==> config.mk <==
export PLATFORM = sky130hd
export DESIGN_NAME = max_pool
export DESIGN_NICKNAME = d
export VERILOG_FILES = /design/src/rtl/max_pool.sv
export SDC_FILE = /design/constraint.sdc
export NUM_CORES = 1
export LEC_CHECK = 0
export CAP_MARGIN = 10
export CELL_PAD_IN_SITES_DETAIL_PLACEMENT = 0
export CELL_PAD_IN_SITES_GLOBAL_PLACEMENT = 2
export CORE_ASPECT_RATIO = 0.6
export CORE_MARGIN = 2
export CORE_UTILIZATION = 47
export DETAILED_ROUTE_END_ITERATION = 16
export GPL_TIMING_DRIVEN = 0
export PLACE_DENSITY_LB_ADDON = 0.1
export RECOVER_POWER = 25
export SYNTH_ARGS = -nofsm -noshare
export SYNTH_HDL_FRONTEND = slang
export SYNTH_SLANG_ARGS = --single-unit
==> constraint.sdc <==
create_clock -name clk -period 6.07 [get_ports clk]
set_clock_uncertainty 0.15 [all_clocks]
set_input_delay 1.214 -clock clk [delete_from_list [all_inputs] [get_ports clk]]
set_output_delay 1.214 -clock clk [all_outputs]
set_load 0.01 [all_outputs]
==> src/rtl/max_pool.sv <==
// max_pool: streaming 2-D max pooling over non-overlapping STRIDE x STRIDE
// windows of a raster-ordered (channel, row, column) feature-map stream.
//
// State table
//   IDLE | waiting for enable; position counters held at zero
//   RUN  | accepting samples while enable && input_valid
//   DONE | frame fully accepted; pool_done pulses next cycle
//   BP   | routing complete; backprop_done pulses next cycle
//
// Ports
//   clk, reset      rising-edge clock, asynchronous active-high reset
//   enable          gates sample acceptance and FSM progress
//   input_data      signed Q8.8 sample, qualified by input_valid
//   pooled_output   registered window maximum, held until next strobe
//   output_error    winner position inside window (row*STRIDE + col)
//   output_valid    one-cycle strobe per pooled window
//   pool_done       one-cycle pulse the cycle after the last accepted sample's strobe slot
//   backprop_done   one-cycle pulse the cycle after pool_done
//
// Build option: define POOL_RELU_EN to clamp negative window maxima to zero
// on pooled_output (output_error is unaffected).
module max_pool #(
    parameter int INPUT_WIDTH    = 62,
    parameter int INPUT_HEIGHT   = 62,
    parameter int INPUT_CHANNELS = 30,
    parameter int STRIDE         = 2
) (
    input  logic               clk,
    input  logic               reset,
    input  logic               enable,
    input  logic signed [15:0] input_data,
    input  logic               input_valid,
    output logic signed [15:0] pooled_output,
    output logic               output_valid,
    output logic               pool_done,
    output logic [15:0]        output_error,
    output logic               backprop_done
);

    localparam int POOL_W = INPUT_WIDTH / STRIDE;
    localparam int X_LIM  = POOL_W * STRIDE;
    localparam int Y_LIM  = (INPUT_HEIGHT / STRIDE) * STRIDE;
    localparam int XW     = (INPUT_WIDTH > 1) ? $clog2(INPUT_WIDTH) : 1;
    localparam int YW     = (INPUT_HEIGHT > 1) ? $clog2(INPUT_HEIGHT) : 1;
    localparam int CW     = (INPUT_CHANNELS > 1) ? $clog2(INPUT_CHANNELS) : 1;
    localparam int WW     = $clog2(STRIDE);
    localparam int OXW    = (POOL_W > 1) ? $clog2(POOL_W) : 1;
    localparam int IDXW   = $clog2(STRIDE * STRIDE);

    typedef enum logic [1:0] {IDLE, RUN, DONE, BP} state_t;

    state_t state, state_nxt;
    logic   pool_done_nxt, backprop_done_nxt;

    logic [XW-1:0]  x;
    logic [YW-1:0]  y;
    logic [CW-1:0]  c;
    logic [WW-1:0]  wx, wy;
    logic [OXW-1:0] ox;

    logic accept, last_x, last_y, last_c, last_sample;
    logic pool_en, win_first, win_last;
    logic [IDXW-1:0] pos;

    logic signed [15:0] lb_val [POOL_W];
    logic [IDXW-1:0]    lb_idx [POOL_W];
    logic signed [15:0] cand_val;
    logic [IDXW-1:0]    cand_idx;

    assign accept      = (state == RUN) && enable && input_valid;
    assign last_x      = (int'(x) == INPUT_WIDTH - 1);
    assign last_y      = (int'(y) == INPUT_HEIGHT - 1);
    assign last_c      = (int'(c) == INPUT_CHANNELS - 1);
    assign last_sample = last_x && last_y && last_c;

    // ---------------- FSM ----------------
    always_ff @(posedge clk or posedge reset) begin
        if (reset) state <= IDLE;
        else       state <= state_nxt;
    end

    always_comb begin
        state_nxt = state;
        case (state)
            IDLE:    if (enable) state_nxt = RUN;
            RUN:     if (accept && last_sample) state_nxt = DONE;
            DONE:    state_nxt = BP;
            BP:      state_nxt = IDLE;
            default: state_nxt = IDLE;
        endcase
    end

    always_comb begin
        pool_done_nxt     = (state == DONE);
        backprop_done_nxt = (state == BP);
    end

    always_ff @(posedge clk or posedge reset) begin
        if (reset) begin
            pool_done     <= 1'b0;
            backprop_done <= 1'b0;
        end else begin
            pool_done     <= pool_done_nxt;
            backprop_done <= backprop_done_nxt;
        end
    end

    // ---------------- position counters ----------------
    // wx/wy/ox track x%S, y%S, x/S incrementally so no dividers are needed.
    // ox saturates at the last pooled column; columns past it are truncated
    // anyway, so its value there is never used.
    always_ff @(posedge clk or posedge reset) begin
        if (reset) begin
            x  <= '0;
            y  <= '0;
            c  <= '0;
            wx <= '0;
            wy <= '0;
            ox <= '0;
        end else if (state == IDLE) begin
            x  <= '0;
            y  <= '0;
            c  <= '0;
            wx <= '0;
            wy <= '0;
            ox <= '0;
        end else if (accept) begin
            if (last_x) begin
                x  <= '0;
                wx <= '0;
                ox <= '0;
                if (last_y) begin
                    y  <= '0;
                    wy <= '0;
                    c  <= last_c ? '0 : c + CW'(1);
                end else begin
                    y  <= y + YW'(1);
                    wy <= (int'(wy) == STRIDE - 1) ? '0 : wy + WW'(1);
                end
            end else begin
                x <= x + XW'(1);
                if (int'(wx) == STRIDE - 1) begin
                    wx <= '0;
                    if (int'(ox) != POOL_W - 1) ox <= ox + OXW'(1);
                end else begin
                    wx <= wx + WW'(1);
                end
            end
        end
    end

    // ---------------- pooling datapath ----------------
    assign pool_en   = accept && (int'(x) < X_LIM) && (int'(y) < Y_LIM);
    assign win_first = (wx == '0) && (wy == '0);
    assign win_last  = (int'(wx) == STRIDE - 1) && (int'(wy) == STRIDE - 1);
    assign pos       = IDXW'(int'(wy) * STRIDE + int'(wx));

    // Strict compare: on a tie the earlier raster position keeps the win.
    always_comb begin
        cand_val = lb_val[ox];
        cand_idx = lb_idx[ox];
        if (win_first || (input_data > lb_val[ox])) begin
            cand_val = input_data;
            cand_idx = pos;
        end
    end

    always_ff @(posedge clk) begin
        if (pool_en) begin
            lb_val[ox] <= cand_val;
            lb_idx[ox] <= cand_idx;
        end
    end

    always_ff @(posedge clk or posedge reset) begin
        if (reset) begin
            output_valid  <= 1'b0;
            pooled_output <= '0;
            output_error  <= '0;
        end else begin
            output_valid <= pool_en && win_last;
            if (pool_en && win_last) begin
`ifdef POOL_RELU_EN
                pooled_output <= (cand_val < 0) ? 16'sd0 : cand_val;
`else
                pooled_output <= cand_val;
`endif
                output_error  <= 16'(cand_idx);
            end
        end
    end

endmodule

==> reports/metrics.cfg, run 1 <==
[status]
status=finished with violations
violations=capacitance limit, slew limit

[timing]
max_freq_ghz=0.167
tns_ns=0
period_needed_ns=5.98
hold_viol=0
finalWorstSetupSlack_ns=0.0870
maxSlewViolCount=38
rsz0062_at_grt=no
period_share_pct=98.6
worst_slew_pin_slew_ns=2.11
maxSlewHeadroom_pct=-40.8
finalSetupViolations=0

[critical_path]
r2r_slack_ns=0.09
endpoint_kind=register
worstPathCellList=buf_2 > buf_2 > nor3b_1 > buf_2 > a22oi_1 > o211ai_1 > inv_1 > ha_1 > nand4_1 > nor4_2 > nand2_1 > and2_1 > clkbuf_1 > a21oi_4 > buf_12 > mux2i_4 > buf_12 > buf_16
cp_data_required_time_ns=6.35
crit_top_cell=buf_2
worstRegToRegCells=18
startpoint=ox[3]$_DFFE_PP0P_
rr_endpoint=lb_val[28][5]$_DFFE_PP_
cpMaxStageDelayCell=nor3b_1
max_stage_delay_ns=0.76
critPathLaunchType=register
critPathMaxFanout=16
setup.worst_path.class=reg -> reg
worstPathArrival_ns=6.27
reg2reg_from=ox[3]$_DFFE_PP0P_

[placement]
gp_congestion=0.841
dpl_worst_slack_ns=-1.10
dp_hpwl_um=47100
portBuffers=40

[route]
via_per_inst=6.01
vias=13900
dr.pass1.iters=5
drcViolationCount=0
drtIter0Drc=1432
drtAntennaViolNets=0
totalWireLength_um=70300
wl_per_cell_um=30.5

[yosys]
ys_types=69
synthTopCellsByArea=edfxtp_1 (68%), mux4_2 (6.0%), mux2i_1 (5.8%)
synth_adder_area_share_pct=1.52
synthSimpleGateAreaFrac_pct=4.75
ys_seq_area_share_pct=72.9
synth_edf_count=558
synth_area_um2=24600
yosys_warnings=0
netlist_top_cells_count=edfxtp_1 (558), mux2i_1 (143), nor2_1 (68)
async_reset_ff_share_pct=7.77
synth_top_family_by_area=multiplexers
synth_most_common_cell=edfxtp_1
synth_top_flop_cell=edfxtp_1
ys_seq_elements=605
synth_top_cell_by_area=edfxtp_1
netlist.area_leader.share_pct=68.1
avgSynthCellArea_um2=17.5
synthCells=1406
synth_compound_area_share_pct=5.28
synth.area.mux_share_pct=12.6
synth_xor_area_share_pct=0.498

[hold_path]
hold_path_depth=2
hold_path_class=reg -> reg
hp-start=pooled_output[2]$_DFFE_PP0P_
min_to=pooled_output[2]$_DFFE_PP0P_

[power]
vdd_drop_max_uv=250
cellPowerDensity_nw_per_um2=380
switching_share_pct=30.5
intPower_w=0.00758
seq_power_share_pct=44.4
clock_power_share_pct=30.8
finalPower_w=0.0109
p_sw_w=0.00332
p_leak_nw=9.46
pwr-share-comb_pct=24.9

[cts]
htreeDepth=2
holdBufCountCts=0
cts_buffer_depth=3
clk_pin_slew_ns=0.07
cts_tree=yes
cts_buffers=55
root_buffer=clkbuf_16
clk_latency_ns=0.61
clock-sinks=605

[floorplanning]
dieHeight_um=181
core-area_um2=51300
fp-row-count=64
fp.dieW_um=299
dieArea_um2=54300
initial_core_util_pct=48.0
num_io_pins=55

[cells_and_area]
nFillCells=4032
seq_area_um2=17900
drive_above_1_share_pct=19.2
fin_nets=1617
area_growth_pct=16.4
multi_input_area_um2=6360

[run]
maxCapViolCount=1

[global_routing]
grt_pass1_vias=13200
grt_start_max_net_pins=38
antenna_found_initial=0
grt.total_usage_pct=26.0
grt_pass1_wl_um=98400
grt_overflow=0

==> metrics by stage <==
stage,hold WS (ns),cell area [um2],instances,utilization [%]
global route,0.349,28700,2306,55.8
floorplan,0.348,24700,1419,-
global placement,0.320,25900,2152,50.5
CTS,0.328,28700,2298,55.9
finish,0.320,28700,2307,55.8
detailed placement,0.315,26700,2180,52.1
==> flip-flops by register name (all words and copies together), names as in the netlist <==
register       count
ox                 5
state              2
wx                 1
output_error       2
y                  6
x                  6
pooled_output     16
lb_idx            62
c                  5
backprop_done      1
lb_val           496
wy                 1
pool_done          1
output_valid       1
==> layout by cell type, fill, tap and decap left out, types with 6 or more instances in the layout <==
cell,netlist,routed
edfxtp_1,558,558
buf_8,0,9
a21oi_1,36,36
xor2_1,14,14
nor2_4,0,9
nor2_1,68,59
dfrtp_1,47,47
ha_1,30,30
clkinv_1,1,15
nand4_1,20,20
buf_6,7,8
clkbuf_16,0,56
buf_12,1,7
inv_1,25,25
o22ai_1,61,61
nand3_1,11,9
and4_1,6,6
clkinv_2,0,13
buf_2,33,26
buf_4,21,40
buf_16,0,12
clkbuf_1,21,33
conb_1,1,14
nor3_1,17,17
nand2_1,57,57
o31ai_1,7,7
o21ai_0,19,19
dlygate4sd3_1,0,23
mux2i_4,0,7
clkdlybuf4s50_1,0,17
mux4_2,66,66
a22oi_1,19,19
o211ai_1,6,6
mux2_2,9,9
mux2i_1,143,138
==> how the worst max path moves through the flow <==
stage / end / slack (ns) / depth (start not counted)
after floorplan: lb_idx[0][1]$_DFFE_PP_ / 0.93 / 16
after global placement: lb_idx[22][1]$_DFFE_PP_ / -3.37 / 15
after detailed placement: lb_val[0][15]$_DFFE_PP_ / -1.10 / 16
after CTS: lb_val[22][12]$_DFFE_PP_ / 0.01 / 16
after global routing: lb_val[28][5]$_DFFE_PP_ / 0.003 / 19
final: lb_val[28][5]$_DFFE_PP_ / 0.09 / 18
==> cell type report <==
| cell class | count | share of cell area [%] |
|---|---|---|
| inverter | 27 | 0.367 |
| buffer | 86 | 1.89 |
| antenna | 1 | 0.00873 |
| multi-input combinational | 702 | 22.2 |
| timing repair buffer | 90 | 3.98 |
| sequential | 605 | 62.6 |
| clock buffer | 68 | 5.15 |
| clock inverter | 35 | 0.812 |
| tap | 693 | 3.03 |
==> metal layers <==
metal / global-route usage (%) / vias to the layer above / share of wire, %
met5: 0 / - / 0
met4: 6.58 / 0 / 2.5
met3: 6.25 / 102 / 9.5
met2: 36.3 / 633 / 42
met1: 40.8 / 7205 / 46
li1: - / 5936 / -
==> repair_timing <==
action | 4_1_cts | 5_1_grt
resized for setup | 18 | 14
pin swaps | 1 | 4
setup endpoints to repair | 567 | 558
gates cloned | 2 | 0
setup buffers | 13 | 9
==> worst max-delay path, delay by kind of cell, from the launching register on <==
kind / cells / cell delay (ns)
adder cells (fa/ha/maj): 1 / 0.36
flip-flops: 1 / 0.37
AO/OA/AOI/OAI: 3 / 0.96
multiplexers: 1 / 0.28
buffers and inverters: 8 / 1.90
AND/OR/NAND/NOR: 5 / 1.72
==> power groups by stage <==
stage	clock (W)	sequential (W)	combinational (W)
final	0.00335	0.00484	0.00271
after global routing	0.00356	0.00484	0.00286
after CTS	0.00338	0.00484	0.00269
after detailed placement	0	0.00493	0.00260
after global placement	0	0.00494	0.00250
after floorplan	0	0.00492	0.00158
==> cell families after synthesis <==
group | count (synthesis)
xor gates and xnor gates | 14
buffers and inverters | 114
other | 1
adders and majority gates | 30
DFF | 605
muxes | 223
AOI/OAI and AO/OA | 192
and+or+nand+nor | 227
(Power assumes the default switching activity.)
==> run 2, diff against run 1 <==
--- a/config.mk
+++ b/config.mk
@@ -14,4 +14,5 @@
 export DETAILED_ROUTE_END_ITERATION = 16
 export GPL_TIMING_DRIVEN = 0
+export HOLD_SLACK_MARGIN = 0.08
 export PLACE_DENSITY_LB_ADDON = 0.1
 export RECOVER_POWER = 25
--- a/constraint.sdc
+++ b/constraint.sdc
@@ -3,3 +3,3 @@
 set_input_delay 1.214 -clock clk [delete_from_list [all_inputs] [get_ports clk]]
 set_output_delay 1.214 -clock clk [all_outputs]
-set_load 0.01 [all_outputs]
+set_load 0.02 [all_outputs]
==> results of run 2 <==
The final DEF is identical to that of run 1. Status: finished with violations: capacitance limit, slew limit.
==> patch (config.mk and constraints of run 1) <==
`INPUT_HEIGHT`: 62 -> 31.
--- a/src/rtl/max_pool.sv
+++ b/src/rtl/max_pool.sv
@@ -21,7 +21,7 @@
 // on pooled_output (output_error is unaffected).
 module max_pool #(
     parameter int INPUT_WIDTH    = 62,
-    parameter int INPUT_HEIGHT   = 62,
+    parameter int INPUT_HEIGHT   = 31,
     parameter int INPUT_CHANNELS = 30,
     parameter int STRIDE         = 2
 ) (
Formal check against the unedited RTL: same outputs for any inputs over 4 cycles, from zero or initial values and one cycle with reset high; that may be too few to reach the edited logic, so the function may still have changed.
==> patch against run 1 <==
The run still ends with capacitance limit, slew limit left; cell area down 1.6%; final cell count up 1.1%; sequential cell count down 1; total power up 7.3%; utilization down 1.9 points; fmax up 4.1%; setup slack better by 240 ps; hold slack better by 9.2 ps; area after synthesis up 0.49%; count of clock-buffer cells in the layout up 4; sequential power up 2%; routed wire length up 6.1%; critical path type unchanged; critical endpoint is now lb_val[16][12].
==> patch: results (changes against run 1) <==
INFO  run_status     status=finished with violations
INFO  run_status     failed_checks=capacitance limit, slew limit
INFO  grt            gr-usage-met3=0.06581 [+0.003275]
INFO  grt            grtUsageTotal=0.2744 [+0.01458]
INFO  cells_and_area finalNetCount=1642 [+1.5%]
INFO  place          total_of_buffers_placed_on_input_and_output_ports=40 [unchanged]
INFO  place          dpl.hpwl=49500um [+5.2%]
INFO  cells_and_area antennaDiodeCount=0 [-1]
INFO  logic_synthesis synth_top_cells_by_count=edfxtp_1, mux2i_1, o22ai_1, nand2_1, nor2_1
INFO  logic_synthesis synth_area_leaders=edfxtp_1, mux2i_1, dfrtp_1
INFO  logic_synthesis synth_seq_area_share=0.7240 [-0.004549]
INFO  logic_synthesis post_synth_num_cell_types=67 [-2.9%]
INFO  logic_synthesis synth-xor-area-share=0.002479 [-0.002503]
INFO  grt            first_global_vias=13230 [+0.47%]
INFO  place          last_weighted_congestion_value_of_the_routability_driven_placer=0.8480 [+0.83%]
INFO  logic_synthesis asyncSetResetFlopFracSynth=0.07616 [-0.001527]
INFO  grt            grt_antenna_before_repair=3 [+3]
INFO  worst_setup_path arrival_time_worst_endpoint=5870ps [-400 ps]
INFO  cts            cts_buffers=56 [+1.8%]
INFO  detailed_routing met3_wirelength=8102um [+21%]
INFO  cells_and_area drive_above_1_share=0.1498 [-0.04240]
INFO  power_and_ir_drop power_leakage=9.529nW [+0.76%]
INFO  logic_synthesis muxShareOfSynthArea=0.1248 [-0.0008634]
INFO  cts            root_buffer=clkbuf_16
INFO  detailed_routing dr.first_iter.drc_count=1686 [+18%]
INFO  detailed_routing routedWlPerCell=31.96um [+4.9%]
INFO  detailed_routing via_count_normalized_by_instance_count=6.142 [+2.1%]
INFO  grt            grt_max_degree=32 [-16%]
INFO  grt            grt_pass1_wl=103500um [+5.2%]
INFO  logic_synthesis synth_compound_area_frac=0.05660 [+0.003790]
INFO  place          dp_slack=-376.8ps [+725.6 ps]
INFO  logic_synthesis fraction_of_the_mapped_netlist_area_in_adder_cells=0.01518 [-0.00007405]
INFO  run            maxCapViolations=9 [+8]
INFO  timing         worst_pin_slew=2423ps [+310.4 ps]
INFO  worst_setup_path worst-path-max-fanout=31 [+15]
INFO  grt            grt_use_met1=0.4626 [+0.05503]
INFO  timing         final_max_slew_viol_count=120 [+220%]
## patch: cell count changes after synthesis, moves of 11 or more
cell / delta
buf_2: +11
a21oi_1: -17
mux2i_1: +74
o22ai_1: +33
nand3_1: +16
nor2_1: -12
mux4_2: -36
## patch: worst paths after layout
path | startpoint | end | slack [ps] | depth (start not counted)
min | pooled_output[8] | pooled_output[8] | 330 | 2
max reg2reg | ox[0] | lb_val[16][12] | 320 | 16
max | ox[0] | lb_val[16][12] | 320 | 16
min reg2reg | pooled_output[8] | pooled_output[8] | 330 | 2
max in group asynchronous | reset | backprop_done | 2820 | 3
min in group asynchronous | reset | pooled_output[2] | 1080 | 2
## patch: timing repair
action	in CTS	in global routing
gates resized for setup	1	4
hold buffers	0	0
setup endpoints to repair	31	551
pin swaps	0	0
## patch: per-stage QoR
step	area, um2	hold slack [ps]	instances	TNS (ps)
floorplan	24780	296.9	1474	0
global placement	26060	319.3	2217	-38650
detailed placement	26680	323.9	2236	-11530
CTS	28420	336.8	2331	0
global route	28180	367.7	2332	0
finish	28180	329.4	2332	0
## patch: cell type report
type	instances	area (um2)
plain buffers	87	534.3
clock buffers	72	1493
clock inverters	23	239.0
fillers	4173	24110
inverters	29	108.9
multi-input cells	754	6342
flip-flops and latches	604	17910
well taps	703	879.6
repair buffers	60	679.4
## patch: worst max-delay path, stage by stage (launching register included)
cell	delay (ps)
dfrtp_1	480
buf_6	190
buf_6	240
buf_6	250
clkbuf_1	700
inv_1	450
nor3_1	290
o211ai_1	470
inv_1	180
ha_1	160
nand4_2	190
nor4_4	370
o21ai_2	100
a32oi_2	350
nor2_4	120
buf_6	190
mux2_4	460
## patch: power by group
group	internal, mW	switching (mW)
combinational	1.10	2.22
sequential	4.88	0.0491
clock	1.90	1.55
total	7.88	3.82
